<file path="src/rtl/grf_pkg.sv">
// grf_pkg: shared register-file widths, zero-register constant and write-back entry type
package grf_pkg;
  localparam int REG_AW = 5;
  localparam int DATA_W = 32;
  localparam logic [REG_AW-1:0] REG_ZERO = 5'd0;
  typedef struct packed {
    logic [REG_AW-1:0] addr;
    logic [DATA_W-1:0] data;
    logic [DATA_W-1:0] pc;
  } wb_entry_t;
endpackage

</file>
<file path="src/rtl/grf_wb_lookup.sv">
// grf_wb_lookup: finds the newest pending entry whose destination matches a lookup address
module grf_wb_lookup
  import grf_pkg::*;
#(
  parameter int DEPTH = 4
) (
  input  wb_entry_t                      entries_i [DEPTH],
  input  logic [$clog2(DEPTH)-1:0]       head_i,
  input  logic [$clog2(DEPTH+1)-1:0]     count_i,
  input  logic [REG_AW-1:0]              addr_i,
  output logic                           hit_o,
  output logic [DATA_W-1:0]              data_o
);
  localparam int PW = $clog2(DEPTH);
  localparam int CW = $clog2(DEPTH+1);
  logic [PW-1:0] idx;
  // Walk oldest to newest so the last match left standing is the newest one
  always_comb begin
    hit_o  = 1'b0;
    data_o = '0;
    idx    = '0;
    for (int k = 0; k < DEPTH; k++) begin
      idx = head_i + PW'(k);
      if (CW'(k) < count_i && addr_i != REG_ZERO && entries_i[idx].addr == addr_i) begin
        hit_o  = 1'b1;
        data_o = entries_i[idx].data;
      end
    end
  end
endmodule

</file>
<file path="src/rtl/grf_wb_queue.sv">
// grf_wb_queue: in-order write-back FIFO feeding the register file write port; GRF_WB_BYPASS_EN adds a pending-write lookup
module grf_wb_queue
  import grf_pkg::*;
#(
  parameter int DEPTH = 4
) (
  input  logic                       clk,
  input  logic                       reset,
  input  logic                       in_valid,
  output logic                       in_ready,
  input  logic [REG_AW-1:0]          in_addr,
  input  logic [DATA_W-1:0]          in_data,
  input  logic [DATA_W-1:0]          in_pc,
  input  logic                       wb_hold,
  output logic                       wb_we,
  output logic [REG_AW-1:0]          wb_a3,
  output logic [DATA_W-1:0]          wb_wd,
  output logic [DATA_W-1:0]          wb_pc,
  output logic [$clog2(DEPTH+1)-1:0] count,
  output logic                       empty,
  output logic                       full
`ifdef GRF_WB_BYPASS_EN
  ,
  input  logic [REG_AW-1:0]          q_addr,
  output logic                       q_hit,
  output logic [DATA_W-1:0]          q_data
`endif
);
  localparam int PW = $clog2(DEPTH);
  localparam int CW = $clog2(DEPTH+1);
  wb_entry_t     mem_q [DEPTH];
  logic [PW-1:0] head_q, head_d, tail_q, tail_d;
  logic [CW-1:0] count_q, count_d;
  logic          push, pop;
  assign empty    = count_q == '0;
  assign full     = count_q == CW'(DEPTH);
  assign count    = count_q;
  assign in_ready = !full;
  assign push     = in_valid && in_ready;
  assign wb_we    = !empty && !wb_hold && !reset;
  assign pop      = wb_we;
  assign wb_a3    = mem_q[head_q].addr;
  assign wb_wd    = mem_q[head_q].data;
  assign wb_pc    = mem_q[head_q].pc;
  // Pointer and occupancy next-state; power-of-two depth makes wrap free
  always_comb begin
    head_d  = pop ? head_q + PW'(1) : head_q;
    tail_d  = push ? tail_q + PW'(1) : tail_q;
    count_d = (push && !pop) ? count_q + CW'(1) : (pop && !push) ? count_q - CW'(1) : count_q;
  end
  // State and storage; reset clears contents so the head outputs are never X
  always_ff @(posedge clk) begin
    if (reset) begin
      head_q  <= '0;
      tail_q  <= '0;
      count_q <= '0;
      for (int i = 0; i < DEPTH; i++) mem_q[i] <= '0;
    end else begin
      head_q  <= head_d;
      tail_q  <= tail_d;
      count_q <= count_d;
      if (push) mem_q[tail_q] <= '{addr: in_addr, data: in_data, pc: in_pc};
    end
  end
`ifdef GRF_WB_BYPASS_EN
  grf_wb_lookup #(.DEPTH(DEPTH)) u_lookup (
    .entries_i (mem_q),
    .head_i    (head_q),
    .count_i   (count_q),
    .addr_i    (q_addr),
    .hit_o     (q_hit),
    .data_o    (q_data)
  );
`endif
endmodule

</file>
<file path="config.mk">
export PLATFORM = sky130hd
export DESIGN_NAME = grf_wb_queue
export DESIGN_NICKNAME = d
export VERILOG_FILES = /design/src/rtl/grf_pkg.sv /design/src/rtl/grf_wb_lookup.sv /design/src/rtl/grf_wb_queue.sv
export SDC_FILE = /design/constraint.sdc
export NUM_CORES = 1
export LEC_CHECK = 0
export BUFFER_PORTS_ARGS = -buffer_cell sky130_fd_sc_hd__buf_2
export CAP_MARGIN = 20
export CORE_ASPECT_RATIO = 0.6
export CORE_MARGIN = 10
export CORE_UTILIZATION = 50
export CTS_BUF_LIST = sky130_fd_sc_hd__clkbuf_2
export DETAILED_ROUTE_END_ITERATION = 12
export PLACE_DENSITY = 0.73
export SLEW_MARGIN = 25
export SYNTH_ARGS = -nofsm -noshare
export SYNTH_HDL_FRONTEND = slang
export SYNTH_SLANG_ARGS = --single-unit
</file>
<file path="constraint.sdc">
create_clock -name clk -period 4.4 [get_ports clk]
set_input_delay 0.66 -clock clk [delete_from_list [all_inputs] [get_ports clk]]
set_output_delay 0.66 -clock clk [all_outputs]
set_load 0.02 [all_outputs]
</file>
# After elaboration in Yosys (flattened, before gate mapping)

Memory sizes are Yosys's and may differ from the RTL's. A register that Yosys moved wholly into a read port is not among the register bits.
Cells that the tools add are included.
W data, S select, Z words.

$add $sub $neg: 4
Equal/unequal tests: 1
Muxes and demuxes: 12
Reductions and logical operators: 14

Operators by type and width:

| operator              | number |
|---|---|
| $mux W69              | 1 |
| $reduce_or A69 Y1     | 1 |
| $logic_not A1 Y1      | 6 |
| $mux W1               | 6 |
| $mux W2               | 3 |
| $mux W3               | 2 |
| $logic_and A1 B1 Y1   | 5 |
| $add A2 B1 Y2 const B | 2 |
| $add A3 B1 Y3 const B | 1 |
| $eq A3 B3 Y1 const B  | 1 |
| $logic_not A3 Y1      | 1 |
| $sub A3 B1 Y3 const B | 1 |
| $reduce_bool A2 Y1    | 1 |

Bits in registers: 7
RAM bits: 276
Bits of input ports: 73
Output and inout port bits: 76
Word-level logic and storage cells: 35
Memories kept: 1

Memories:

| name  | words | bits a word | read ports | clocked after memory_dff | write ports | line               | text |
|---|---|---|---|---|---|---|---|
| mem_q | 4     | 69          | 1          | 1                        | 4           | grf_wb_queue.sv:31 | `wb_entry_t mem_q [DEPTH];` |

# Longest topological paths before layout

Depth after elaboration: 8
Depth in mapped cells: 10
Depth with buffers taken out: 9

# Least setup slack after synthesis

Ideal clock, no wire load.

Path type: register -> register
Start: register count_q[0], in the netlist count[0]
End: memory mem_q[1][0] in the netlist's numbering, enable pin
Setup time: 0.510 ns
Arrival time: 4.178 ns
Required time: 3.890 ns
Slack: -0.288 ns
Cell stages (with the launch flop): 5
Buffers on the path: 1
Period minus slack after synthesis: 4.688 ns
Path through: dfxtp_1 > or3b_1 > buf_6 > nand3_1 > o21bai_1

RTL lines:

| element                | line               | text |
|---|---|---|
| from (decl)            | grf_wb_queue.sv:33 | `logic [CW-1:0] count_q, count_d;` |
| from (signal assigned) | grf_wb_queue.sv:61 | `count_q <= count_d;` |
| to (decl)              | grf_wb_queue.sv:31 |  |

==> results.sh <==
export IMPL_dpl_cell_count=1158
export IMPL_ys_warnings_count=0
export IMPL_synth_top_cell_by_area="edfxtp_1"
export IMPL_insertion_delay_ps=800
export IMPL_worst_slew_pin_slew_ps=798.6
export IMPL_crit_fanout=41
export IMPL_wl_um=27840
export IMPL_ys_top_cells_by_area="edfxtp_1, and2_1, mux4_2"
export IMPL_final_area_sq_mm=0.01410
export IMPL_cts_hold_buf=0
export IMPL_path_cells="buf_12 -> mux4_2 -> buf_2"
export IMPL_power_density_mw_per_mm2=497.9
export IMPL_yosysTopAreaCellShare_pct=67.16
export IMPL_ys_types=34
export IMPL_h_tree_depth=3
export IMPL_status="finished clean"
export IMPL_stdcell_count=1283
export IMPL_path_clk_slew_ps=130
export IMPL_period_share_pct=78.70
export IMPL_fmax_ghz=0.2888
export IMPL_critPathBufInv=2
export IMPL_antenna_found_initial=1
export IMPL_clock_root_buffer="clkbuf_2"
export IMPL_die_width_um=222.8
export IMPL_routed_via_density=5.320
export IMPL_cp_slowest_stage_delay_ps=770
export IMPL_critPathTopFamily="flip-flops"
export IMPL_ios=149
export IMPL_finalSetupViolations=0
export IMPL_synth_fp_nets=795
export IMPL_synthCells=720
export IMPL_arrival_ps=2800
export IMPL_grt_remaining_overflow=0
export IMPL_yosys_most_used_dff="edfxtp_1"
export IMPL_fin_skew_ps=38.38
export IMPL_min_path_type="in2reg"
export IMPL_finalNetCount=984
export IMPL_first_iter_violations=540
export IMPL_slew_viol_final=0
export IMPL_ys_seq_area_share_pct=68.62
export IMPL_setup_worst_path_class="reg2out"
export IMPL_dr_pass1_iters=5
export IMPL_synthesis_area_sq_mm=0.01234
export IMPL_min_period_ps=3463
export IMPL_setup_ws_ps=937.3
export IMPL_synthArstFlopShare_pct=0
export IMPL_gp_congestion=0.7185
export IMPL_maxCapViolCount=0
export IMPL_coreArea_sq_mm=0.02422
export IMPL_start_kind="flip-flop"
export IMPL_synth_most_common_cell="edfxtp_1"
export IMPL_cts_setup_buffers=0
export IMPL_wire_per_inst_um=21.70
export IMPL_grt_use_total_pct=17.90
export IMPL_crit_required_ps=3740
export IMPL_crit_slowest_cell="dfxtp_4"
export IMPL_final_layout_size_suffix_gt1_share_pct=37.29
export IMPL_grt_pass1_vias=7319
export IMPL_ant_nets=0
export IMPL_end_kind="output pin"
export IMPL_cts_sinks=285
export IMPL_post_route_drc_count=0
export IMPL_grt_max_degree=70
export IMPL_row_count=44
export IMPL_cts_tree="done"
export IMPL_finalHoldViolCount=0
export IMPL_synthTopCellsByCount="edfxtp_1, and2_1, mux4_2, clkbuf_1, clkbuf_2"
export IMPL_avgSynthCellArea_sq_um=17.14
export IMPL_synth_edf_count=276
export IMPL_ir_drop_mv=0.2417
export IMPL_finalPower_mw=7.022
export IMPL_start_util_pct=50.95
export IMPL_dp_final_hpwl_um=16720
export IMPL_clockBufferDepth=3
export IMPL_die_area_sq_mm=0.03157
export IMPL_rsz0062_at_grt="false"
export IMPL_placed_cell_area_sq_mm=0.01340
export IMPL_via_count=6825
export IMPL_io_buffer_count=148
export IMPL_grt_pass1_wl_um=43420
export IMPL_area_growth_pct=14.29
export IMPL_ys_seq_elements=285
export IMPL_leakagePower_nw=5.512
export IMPL_pre_cts_ws_ps=1596
export IMPL_r2r_setup_slack_ps=1800
export IMPL_numCtsBuffers=69
export IMPL_die_height_um=141.7
export IMPL_fillers=1953
export IMPL_cts_resized=0
export IMPL_slew_headroom_pct=46.76
export IMPL_fin_tns_setup_ps=0
==> path summary, 6_finish.rpt <==
kind / startpoint / to / cells past startpoint
setup / recovery: flip-flop / wb_pc[21] / 3
hold / removal: in_pc[8] / mem_q[2][8]$_SDFFCE_PN0P_ / 2
setup reg to reg: count[0]$_SDFFE_PP0P_ / mem_q[2][25]$_SDFFCE_PN0P_ / 4
hold reg to reg: count[2]$_SDFFE_PP0P_ / count[2]$_SDFFE_PP0P_ / 2
==> stage by stage <==
step	hold slack, ps	util [%]
2_1_floorplan	459.1	-
3_3_place_gp	471.9	55.34
3_5_place_dp	502.8	55.34
4_1_cts	48.38	57.99
5_1_grt	55.68	58.21
6_report	138.2	58.22
==> kinds of logic after synthesis <==
kind of cell | after synthesis | synth area share, %
XOR/XNOR | 2 | 0.1420
AO/OA/AOI/OAI | 13 | 0.6286
buffers and inverters | 51 | 2.261
flip-flops | 285 | 68.62
adder cells (fa/ha/maj) | 2 | 0.2636
AND/OR/NAND/NOR | 297 | 15.41
multiplexers | 70 | 12.67
==> metal layers <==
| layer | global-route usage (%) | vias to the layer above | part of all wire, % |
|---|---|---|---|
| met5 | 0 | - | 0 |
| met4 | 4.922 | 0 | 1.2 |
| met3 | 5.478 | 32 | 8.2 |
| met2 | 27.74 | 256 | 48 |
| met1 | 24.11 | 3443 | 43 |
| li1 | - | 3094 | - |
==> cell usage in the layout (no fill, tap or decap), drive strengths merged <==
cell type	synthesis	final
a21o	1	1
a21oi	5	5
a41o	1	1
and2	276	276
buf	17	164
bufinv	0	2
clkbuf	29	104
clkinv	0	13
dfxtp	9	9
diode	0	1
edfxtp	276	276
fa	1	1
ha	1	1
inv	5	8
mux2i	1	1
mux4	69	69
nand2	2	2
nand2b	2	2
nand3	1	1
nor2	2	2
nor2b	1	1
nor3	3	3
nor4	2	2
o21ai	4	4
o21bai	2	2
or2	1	1
or3	6	6
or3b	1	1
xor2	2	2
==> final cells by class <==
type | instances | area (sq um) | share of cell area [%]
multi-input combinational | 384 | 3636 | 25.78
tap | 322 | 402.9 | 2.857
clock inverter | 18 | 121.4 | 0.8605
antenna | 1 | 2.502 | 0.01774
timing repair buffer | 164 | 913.4 | 6.476
sequential | 285 | 8476 | 60.10
inverter | 5 | 31.28 | 0.2218
clock buffer | 104 | 520.5 | 3.691
==> state kept, by name (all words and copies together), names as in the netlist, named ones only <==
name and flops:
mem_q 276, count 3, head_q 2, tail_q 2
==> power by group <==
| part | internal [mW] | total [mW] | switching [mW] |
|---|---|---|---|
| Combinational | 0.726 | 1.75 | 1.02 |
| Sequential | 3.32 | 3.49 | 0.169 |
| Clock | 0.743 | 1.78 | 1.04 |
| Total | 4.79 | 7.02 | 2.23 |
Note: power is estimated with default switching activity, not from simulation.
